===== src/rtl/myiface_producer_if.sv =====
// myiface: a 3-bit item bus with one producer view and one consumer view.
interface myiface;
    logic [2:0] item;

    modport producer (output item);
    modport consumer (input item);
endinterface


===== src/rtl/myiface_producer.sv =====
// Queues 3-bit values from a valid/ready port and presents each on iface.item
// for HOLD cycles, returning item to IDLE_VAL when nothing is queued.
module myiface_producer #(
    parameter int unsigned HOLD     = 2,
    parameter int unsigned DEPTH    = 4,
    parameter logic [2:0]  IDLE_VAL = 3'b000
) (
    input  logic                       clk,
    input  logic                       rst_n,
    input  logic                       in_valid,
    input  logic [2:0]                 in_data,
    output logic                       in_ready,
    myiface.producer                   iface,
    output logic                       busy,
    output logic [$clog2(DEPTH):0]     count
);

    localparam int unsigned AW = $clog2(DEPTH);
    localparam int unsigned CW = AW + 1;
    localparam logic [CW-1:0] FULL     = CW'(DEPTH);
    localparam logic [3:0]    HOLD_LD  = 4'(HOLD - 1);

    typedef enum logic {IDLE, PRESENT} state_t;

    state_t          state, state_d;
    logic [3:0]      hcnt, hcnt_d;
    logic [2:0]      item_q, item_d;
    logic [2:0]      mem [DEPTH];
    logic [AW-1:0]   wptr, rptr;
    logic [CW-1:0]   cnt;
    logic            push, pop, nonempty;

    // Ready is a function of occupancy only, so a same-cycle pop never frees a slot early.
    assign in_ready = (cnt < FULL) && rst_n;
    assign push     = in_valid && in_ready;
    assign nonempty = (cnt != '0);

    always_comb begin
        state_d = state;
        hcnt_d  = hcnt;
        item_d  = item_q;
        pop     = 1'b0;
        unique case (state)
            IDLE: begin
                item_d = IDLE_VAL;
                if (nonempty) begin
                    pop     = 1'b1;
                    item_d  = mem[rptr];
                    hcnt_d  = HOLD_LD;
                    state_d = PRESENT;
                end
            end
            PRESENT: begin
                if (hcnt != '0) begin
                    hcnt_d = hcnt - 4'd1;
                end else if (nonempty) begin
                    pop    = 1'b1;
                    item_d = mem[rptr];
                    hcnt_d = HOLD_LD;
                end else begin
                    item_d  = IDLE_VAL;
                    state_d = IDLE;
                end
            end
            default: begin
                item_d  = IDLE_VAL;
                state_d = IDLE;
            end
        endcase
    end

    always_ff @(posedge clk or negedge rst_n) begin
        if (!rst_n) begin
            state  <= IDLE;
            hcnt   <= '0;
            item_q <= IDLE_VAL;
        end else begin
            state  <= state_d;
            hcnt   <= hcnt_d;
            item_q <= item_d;
        end
    end

    always_ff @(posedge clk or negedge rst_n) begin
        if (!rst_n) begin
            wptr <= '0;
            rptr <= '0;
            cnt  <= '0;
        end else begin
            if (push) wptr <= wptr + AW'(1);
            if (pop)  rptr <= rptr + AW'(1);
            if (push && !pop)      cnt <= cnt + CW'(1);
            else if (pop && !push) cnt <= cnt - CW'(1);
        end
    end

    always_ff @(posedge clk) begin
        if (push) mem[wptr] <= in_data;
    end

    assign iface.item = item_q;
    assign busy       = (state != IDLE);
    assign count      = cnt;

endmodule


===== src/flat_wrapper.sv =====
// flat-port wrapper written by rule: the top's interface ports become plain ports
module myiface_producer_flat 
#(
    parameter int unsigned HOLD     = 2,
    parameter int unsigned DEPTH    = 4,
    parameter logic [2:0]  IDLE_VAL = 3'b000
)
  (clk, rst_n, in_valid, in_data, in_ready, busy, count, iface_item);
  myiface iface_i ();
  input  logic clk;
  input  logic rst_n;
  input  logic in_valid;
  input  logic [2:0] in_data;
  output logic in_ready;
  output logic busy;
  output logic [$clog2(DEPTH):0] count;
  output wire logic [$bits(iface_i.item)-1:0] iface_item;
  assign iface_item = iface_i.item;
  myiface_producer #(.HOLD(HOLD), .DEPTH(DEPTH), .IDLE_VAL(IDLE_VAL)) u_core (.clk(clk), .rst_n(rst_n), .in_valid(in_valid), .in_data(in_data), .in_ready(in_ready), .iface(iface_i), .busy(busy), .count(count));
endmodule

===== config.mk =====
export PLATFORM = sky130hd
export DESIGN_NAME = myiface_producer_flat
export DESIGN_NICKNAME = d
export VERILOG_FILES = /design/src/rtl/myiface_producer_if.sv /design/src/rtl/myiface_producer.sv /design/src/flat_wrapper.sv
export SDC_FILE = /design/constraint.sdc
export NUM_CORES = 1
export LEC_CHECK = 0
export BUFFER_PORTS_ARGS = -buffer_cell sky130_fd_sc_hd__buf_2
export CAP_MARGIN = 20
export CORE_AREA = 10 10 52 84
export CTS_CLUSTER_DIAMETER = 60
export DETAILED_ROUTE_END_ITERATION = 7
export DIE_AREA = 0 0 62 94
export GPL_TIMING_DRIVEN = 0
export PLACE_DENSITY = 0.69
export SYNTH_ARGS = -nofsm -noshare
export SYNTH_HDL_FRONTEND = slang
export SYNTH_SLANG_ARGS = --single-unit
export TNS_END_PERCENT = 10

===== constraint.sdc =====
create_clock -name clk -period 4.17 [get_ports clk]
set_input_delay 0.417 -clock clk [delete_from_list [all_inputs] [get_ports clk]]
set_output_delay 0.417 -clock clk [all_outputs]
set_load 0.1 [all_outputs]

# Word level (Yosys, flattened, before mapping)
# Memory sizes are Yosys's and may differ from the RTL's.
# Cells that the tools add are included.
# totals
ff_bits	15
ram_bits	12
in_bits	6
output_inout_bits	8
wordCells	39
memories	1
# memory_table
name	words	width	read_ports	rd_ports_with_merged_regs	wr	line	source
u_core.mem	4	3	1	0	1	myiface_producer.sv:28	logic [2:0] mem [DEPTH];
# classes
n_addsub	5
magnitude_cmp	1
eq_ne	1
muxes	15
bitwise	1
n_reduce_logical	9
# op_table
cell	count
3-bit 2-to-1 mux	4
4-bit 2-to-1 mux	2
4-bit one-hot mux with 2 select lines	1
3-bit one-hot mux with 2 select lines	1
1-bit 2-to-1 mux	5
2-bit by 1-bit adder with 2-bit output, second input constant	2
1-bit logical AND	4
1-bit one-hot mux with 2 select lines	2
4-bit nonzero test	1
4-bit by 1-bit subtractor with 4-bit output, second input constant	1
3-bit by 1-bit adder with 3-bit output, second input constant	1
3-bit < comparator, second input constant	1
3-bit nonzero test	1
3-bit by 1-bit subtractor with 3-bit output, second input constant	1
1-bit logical NOT	2
2-bit != test, second input constant	1
2-bit nonzero test	1
1-bit NOT	1

# Longest topological paths before layout
# Gate-level depths: netlist of run 1.
# logic_depth
word_depth	7
mapped_depth	11
mapped_depth_nobuf	11

# Least setup slack after synthesis of run 1
# OpenSTA, ideal clock, no wires.
# synth_timing
kind	reg-to-reg
start	register u_core.cnt[2] (netlist: u_core.count[2])
end	register u_core.cnt[2] (netlist: u_core.count[2])
setup_ns	0.163
arrival_time_ns	3.637
required_ns	4.007
path_slack_ns	0.370
stages_incl_launch_ff	9
path_buffers	0
synth_period_minus_slack_ns	3.800
cell_sequence	dfrtp_1 -> nor2b_1 -> and2_1 -> ha_1 -> inv_1 -> fa_1 -> xor2_1 -> nor2_1 -> xor2_1
# synth_via
word_cells_on_any_way	16
cone_classes	add/sub: 2; order compare: 1; mux: 5; reduce/logical: 8
# synth_rtl
element	line	source
from (decl)	myiface_producer.sv:30	logic [CW-1:0] cnt;
from (signal assigned)	myiface_producer.sv:92	if (push && !pop) cnt <= cnt + CW'(1);
from (signal assigned)	myiface_producer.sv:93	else if (pop && !push) cnt <= cnt - CW'(1);
3-bit < comparator *	myiface_producer.sv:34	assign in_ready = (cnt < FULL) && rst_n;
1-bit logical AND *	myiface_producer.sv:34	
net in_ready	flat_wrapper.sv:14	output logic in_ready;
1-bit logical AND *	myiface_producer.sv:35	assign push = in_valid && in_ready;
net u_core.push	myiface_producer.sv:31	logic push, pop, nonempty;
1-bit logical NOT	myiface_producer.sv:93	
1-bit logical AND	myiface_producer.sv:93	
2-bit nonzero test (no source line)	--	
# Mark *: on every way through the listed nets, which the timed path passes. The rest lies on a longest branch. The select of a mux whose other input is x is not followed.
# A chain may end at the register's enable or synchronous reset.

# Final worst setup path of run 1
# layout_timing
start	register u_core.hcnt[0]
end	register u_core.cnt[1] (netlist: u_core.count[1])
# layout_via
elab_chain_len	6
word_cells_on_any_way	8
cone_classes	mux: 3; reduce/logical: 5
# layout_rtl
element	line	source
from (decl)	myiface_producer.sv:26	logic [3:0] hcnt, hcnt_d;
from (signal assigned)	myiface_producer.sv:79	hcnt <= hcnt_d;
4-bit nonzero test *	myiface_producer.sv:54	if (hcnt != '0) begin
1-bit 2-to-1 mux *	myiface_producer.sv:54	
1-bit one-hot mux with 2 select lines *	myiface_producer.sv:43	unique case (state)
1-bit logical NOT	myiface_producer.sv:92	
1-bit logical AND	myiface_producer.sv:92	
3-bit 2-to-1 mux / 2-bit nonzero test (equally long branches)	--	
# Mark *: on every way between the ends. The rest lies on a longest branch, timed or not.

==> results.cfg, run 1 <==
[outcome]
status = completed

[placed_design]
place.detailed.hpwl_mm = 1.62
placement.cell_area_mm2 = 0.00136
port_buffers = 13
gpl.final_weighted_congestion = 0.773
placed_cells_incl_taps = 138

[yosys]
synth.area.top_cells = dfrtp_1 30%, edfxtp_1 29%, ha_1 7.1%
post_synth_inst_count = 83
synth_seq_area_share = 0.595
mappedNetlistArea_mm2 = 0.00124
postSynth.asyncResetShare = 0.556
ys_types = 28
synth_top_cell_by_area = dfrtp_1
synth-seq-cells = 27
syn_avg_cell_area_um2 = 14.9
synthesis.nets = 97
synth-edff-count = 12
synth_top_flop_cell = dfrtp_1
yosys.area.top_type_share = 0.303
yosys_warnings = 0

[sta]
final_count_of_pins_violating_max_slew = 0
final_period_minus_worst_setup_slack_ps = 2540
setup-violations-final = 0
final_min_period_over_clock_period = 0.609
tightest_slew_ps = 599
grt_setup_unrepaired = false
hold_viol_final = 0
timing.max_slew.rel_slack = 0.598
setup_total_negative_slack_ps = 0
timing.fmax_mhz = 394
clock-skew-final_ps = 6.10

[routing]
drt-pass1-iter-count = 3
dr_total_vias = 680
postRouteWirelength_mm = 1.96
dr.first_iter.drc_count = 7
postRouteAntennaNets = 0
final_routed_drc_violation_total = 0
routed_wire_length_per_instance_um = 13.8
post_drt_via_cell_ratio = 4.79

[clock_tree]
cts_resized = 0
ctsLongestPathBuffers = 2
clock_tree.root_cell = clkbuf_8
cts.clk_slew.worst_paths_ps = 90
cts_buffers = 3
cts_setup_buffers = 0
ctsHoldBuffers = 0
cts_max_level = 1
clock_sink_count = 27
clk-insertion-delay-late_ps = 260
tritoncts = yes

[die]
rows = 26
boundaryPins = 14
area_of_the_die_mm2 = 0.00583
die_height_um = 94
core_mm2 = 0.00296
floorplan.initialDensity = 0.418
die_width_um = 62

[layout]
layout.cells.most_common = dfrtp_1
synthToLayoutAreaGrowth_pct = 13.1
fin_nets = 115
stdcell_count = 142
final_layout_size_suffix_gt1_frac = 0.280
layout_common_cells = 15 x dfrtp_1, 13 x buf_2, 12 x edfxtp_1
total_non_filler_cell_area_in_the_finished_layout_mm2 = 0.00140
antennaDiodeCount = 0

[setup_path]
worstPathRequired_ps = 4330
critical_path_depth = 9
critPathArrivalTime_ps = 2700
startpoint_type_of_the_worst_setup_path = flip-flop
critical_path.slowest_cell = or3b_4
worst_path_dominant_cell_family = adder cells
wp_buf_inv = 3
endpoint = u_core.count[1]$_DFFE_PN0P_
endpoint_kind = flip-flop
type_of_the_worst_setup_path = flip-flop to flip-flop
reg2reg_slack_ps = 1630
critical-path-top-cell-by-count = inv_1
reg2reg_start = u_core.hcnt[0]$_DFF_PN0_
worst_r2r_path_depth = 9
timing.rr.end = u_core.count[1]$_DFFE_PN0P_
worst-path-max-fanout = 5
timing.critical_path.from = u_core.hcnt[0]$_DFF_PN0_
critPathMaxStageDelay_ps = 420
timing.critical_path.cells = inv_1 > ha_1 > or3b_4 > a21oi_2 > inv_1 > ha_1 > inv_1 > fa_1 > mux2_2

[global_routing]
grt_pass1_wl_mm = 3.56
grt_pass1_vias = 824
initial_antenna_violation_count = 0
grt_util_all_layers = 0.0795
grt_remaining_overflow = 0
pin_count_of_the_biggest_net_entering_global_routing = 17

[hold_path]
min_path_type = input port to async pin

[job]
max_cap_viol_count = 0
-- routing by layer --
| metal | wire (um) | track usage | up-vias | share of wire |
|---|---|---|---|---|
| met1 | 693 | 0.0758 | 340 | 0.35 |
| met4 | 21 | 0.0337 | 0 | 0.011 |
| met2 | 1140 | 0.147 | 8 | 0.58 |
| li1 | - | - | 330 | - |
| met5 | 0 | 0 | - | 0 |
| met3 | 98 | 0.0230 | 2 | 0.050 |
-- flip-flops by register name, indices dropped and copies added, names as in the netlist --
| name | count |
|---|---|
| u_core.rptr | 2 |
| u_core.busy | 1 |
| u_core.hcnt | 4 |
| u_core.wptr | 2 |
| u_core.iface.item | 3 |
| u_core.mem | 12 |
| u_core.count | 3 |
-- metrics by stage --
stage / hold WS, ps / utilization / setup WS, ps
after detailed placement: 351 / 0.458 / 1630
after floorplan: 121 / - / 370
after CTS: 53.8 / 0.473 / 1630
after global placement: 337 / 0.458 / 1670
after global routing: 55.8 / 0.473 / 1480
final: 45.4 / 0.473 / 1630
-- worst min path at each step --
stage | cells after the start | start | to
finish | 1 | rst_n | u_core.hcnt[2]$_DFF_PN0_
global placement | 1 | rst_n | u_core.iface.item[2]$_DFFE_PN0P_
global route | 1 | rst_n | u_core.hcnt[3]$_DFF_PN0_
floorplan | 0 | rst_n | u_core.busy$_DFF_PN0_
detailed placement | 1 | rst_n | u_core.iface.item[2]$_DFFE_PN0P_
CTS | 1 | rst_n | u_core.hcnt[2]$_DFF_PN0_
-- cell usage after synthesis (all sizes together) (3+ instances only) --
cell    number
inv          7
nand2        3
xor2         3
dfrtp       15
ha           7
mux2i        3
xnor2        3
edfxtp      12
mux4         3
a22o         4
and3         4
-- kinds of logic after synthesis --
| family | after synthesis | synth area share |
|---|---|---|
| AO/OA/AOI/OAI | 9 | 0.0647 |
| multiplexers | 8 | 0.0971 |
| flip-flops | 27 | 0.595 |
| XOR/XNOR | 6 | 0.0425 |
| buffers and inverters | 8 | 0.0324 |
| AND/OR/NAND/NOR | 17 | 0.0819 |
| adder cells (fa/ha/maj) | 8 | 0.0870 |
-- worst register-to-register path: cells and delay by family (launching register included) --
family | cells | cell delay, ps
AOI/OAI and AO/OA | 1 | 290
adders and majority gates | 3 | 810
muxes | 1 | 260
DFF | 1 | 410
and+or+nand+nor | 1 | 420
buffers and inverters | 3 | 240
-- cell type report --
| type | instances | area (um^2) |
|---|---|---|
| Inverter | 7 | 26.3 |
| Sequential cell | 27 | 736 |
| Buffer | 1 | 13.8 |
| Fill cell | 282 | 1560 |
| Clock buffer | 4 | 45.0 |
| Tap cell | 42 | 52.6 |
| Timing Repair Buffer | 13 | 65.1 |
| Multi-Input combinational cell | 48 | 462 |
Power of run 1 is left out: the tool's default activity adds up to more than one toggle a clock period on the data nets, which glitch-free logic cannot reach.
==> inputs of run 2 (changes only) <==
- PLACE_DENSITY: 0.69 -> 0.71
- clock period: 4.17 -> 2.18 ns (I/O delays scaled with it)
==> run 2 against run 1 <==
Critical endpoint unchanged. Sequential share of layout area decreased by 3.8 points. Via count rose by 8.2%. The flow now finishes with violations (negative setup slack). Final area increased by 8.8%.
==> results.cfg, run 2 (synthesis gave the netlist of run 1 again) <==
[global_routing]
pin_count_of_the_biggest_net_entering_global_routing = 16
initial_antenna_violation_count = 0
grt_remaining_overflow = 0
grt_pass1_vias = 792
grt_util_all_layers = 0.0837
grt_pass1_wl_mm = 3.69

[job]
max_cap_viol_count = 0

[routing]
drt-pass1-iter-count = 2
routed_wire_length_per_instance_um = 14.8
final_routed_drc_violation_total = 0
postRouteAntennaNets = 0
dr_total_vias = 736
post_drt_via_cell_ratio = 4.91
postRouteWirelength_mm = 2.22
dr.first_iter.drc_count = 8

[layout]
synthToLayoutAreaGrowth_pct = 23.1
antennaDiodeCount = 0
max_flop_register = u_core.mem
fin_nets = 123
final_layout_size_suffix_gt1_frac = 0.444
layout.cells.most_common = buf_2
fillers = 265
largest_registers = u_core.mem: 12 flops, u_core.hcnt: 4 flops
total_non_filler_cell_area_in_the_finished_layout_mm2 = 0.00152
largest_reg_flops = 12
finalCoreUtilization = 0.514
layout_common_cells = 13 x buf_2, 12 x dfrtp_1, 12 x edfxtp_1

[setup_path]
startpoint_type_of_the_worst_setup_path = flip-flop
timing.critical_path.cells = inv_2 > ha_4 > or3b_4 > a21oi_4 > inv_2 > ha_4 > inv_2 > fa_2 > mux2_4
type_of_the_worst_setup_path = flip-flop to flip-flop
reg2reg_start = u_core.hcnt[1]$_DFF_PN0_
critPathMaxStageDelay_ps = 420
worstPathRequired_ps = 2340
worst_path_dominant_cell_family = adder cells
critPathArrivalTime_ps = 2430
timing.critical_path.from = u_core.hcnt[1]$_DFF_PN0_
endpoint_kind = flip-flop
critical_path.slowest_cell = fa_2
critical-path-top-cell-by-count = inv_2
worst-path-max-fanout = 3
wp_buf_inv = 3

[clock_tree]
cts_buffers = 3
clock_tree.root_cell = clkbuf_8
clk-insertion-delay-late_ps = 270
tritoncts = yes
clock_sink_count = 27
cts.clk_slew.worst_paths_ps = 90
ctsLongestPathBuffers = 2
cts_max_level = 1

[die]
core_mm2 = 0.00296
area_of_the_die_mm2 = 0.00583
floorplan.initialDensity = 0.418
rows = 26
boundaryPins = 14
die_height_um = 94
die_width_um = 62

[hold_path]
worst_hold_startpoint = in_data[2]
min_path_type = input port to flip-flop

[outcome]
failed_checks = negative setup slack
status = finished with violations

[sta]
tightest_slew_ps = 692
setup-violations-final = 1
grt_setup_unrepaired = true
final_count_of_pins_violating_max_slew = 0
whs_ps = 161
setup_slack_ps = -93.4
final_period_minus_worst_setup_slack_ps = 2270
timing.fmax_mhz = 440
timing.max_slew.rel_slack = 0.537
hold_viol_final = 0
clock-skew-final_ps = 9.41
final_min_period_over_clock_period = 1.04

[placed_design]
placement.cell_area_mm2 = 0.00139
place.detailed.hpwl_mm = 1.66
gpl.final_weighted_congestion = 0.776
detailedPlace.worstSlack_ps = -361
port_buffers = 13
run 2: cell types whose count changed in the layout (fill, tap and decap cells not counted), sizes merged:
| cell | delta |
|---|---|
| dlygate4sd3 | +1 |
| buf | +7 |
run 2: layer usage:
layer  up-vias  part of all wire  track usage  wire length [um]
met5         -                 0            0                 0
met4         0             0.025       0.0412                55
met3         6             0.052       0.0244               115
met2        12              0.58        0.149              1280
met1       369              0.35       0.0822               766
li1        349                 -            -                 -
run 2: cell type report:
class	count	area (um^2)	area share
Clock buffer	4	45.0	0.0296
Sequential cell	27	742	0.487
Multi-Input combinational cell	48	515	0.339
Tap cell	42	52.6	0.0345
Buffer	1	13.8	0.00904
Timing Repair Buffer	21	128	0.0838
Inverter	7	26.3	0.0173
run 2: what timing repair did:
item | 4_1_cts | 5_1_grt
gates resized for setup | 2 | 7
hold buffers | 1 | 0
endpoints found under the setup margin | 2 | 2
cloned | 0 | 0
pin swaps | 1 | 2
hold endpoints to repair | 15 | 0
buffers inserted | 3 | 4
run 2: worst paths after layout:
kind                                                    endpoint  slack [ps]  cells after the start
worst min register to register  u_core.iface.item[2]$_DFFE_PN0P_         500                      1
worst max-delay path                 u_core.count[1]$_DFFE_PN0P_         -90                      9
max in group asynchronous            u_core.count[2]$_DFFE_PN0P_        1130                      2
worst min-delay path                  u_core.mem[1][2]$_DFFE_PP_         160                      1
worst max register to register       u_core.count[1]$_DFFE_PN0P_         -90                      9
min in group asynchronous               u_core.hcnt[3]$_DFF_PN0_         550                      2
run 2: through the flow:
| stage | instances | setup TNS (ps) |
|---|---|---|
| 2_1_floorplan | 83 | -565 |
| 3_3_place_gp | 138 | -485 |
| 3_5_place_dp | 138 | -573 |
| 4_1_cts | 146 | -121 |
| 5_1_grt | 150 | -178 |
| 6_report | 150 | -93.4 |
Power of run 2 is left out for the same reason.
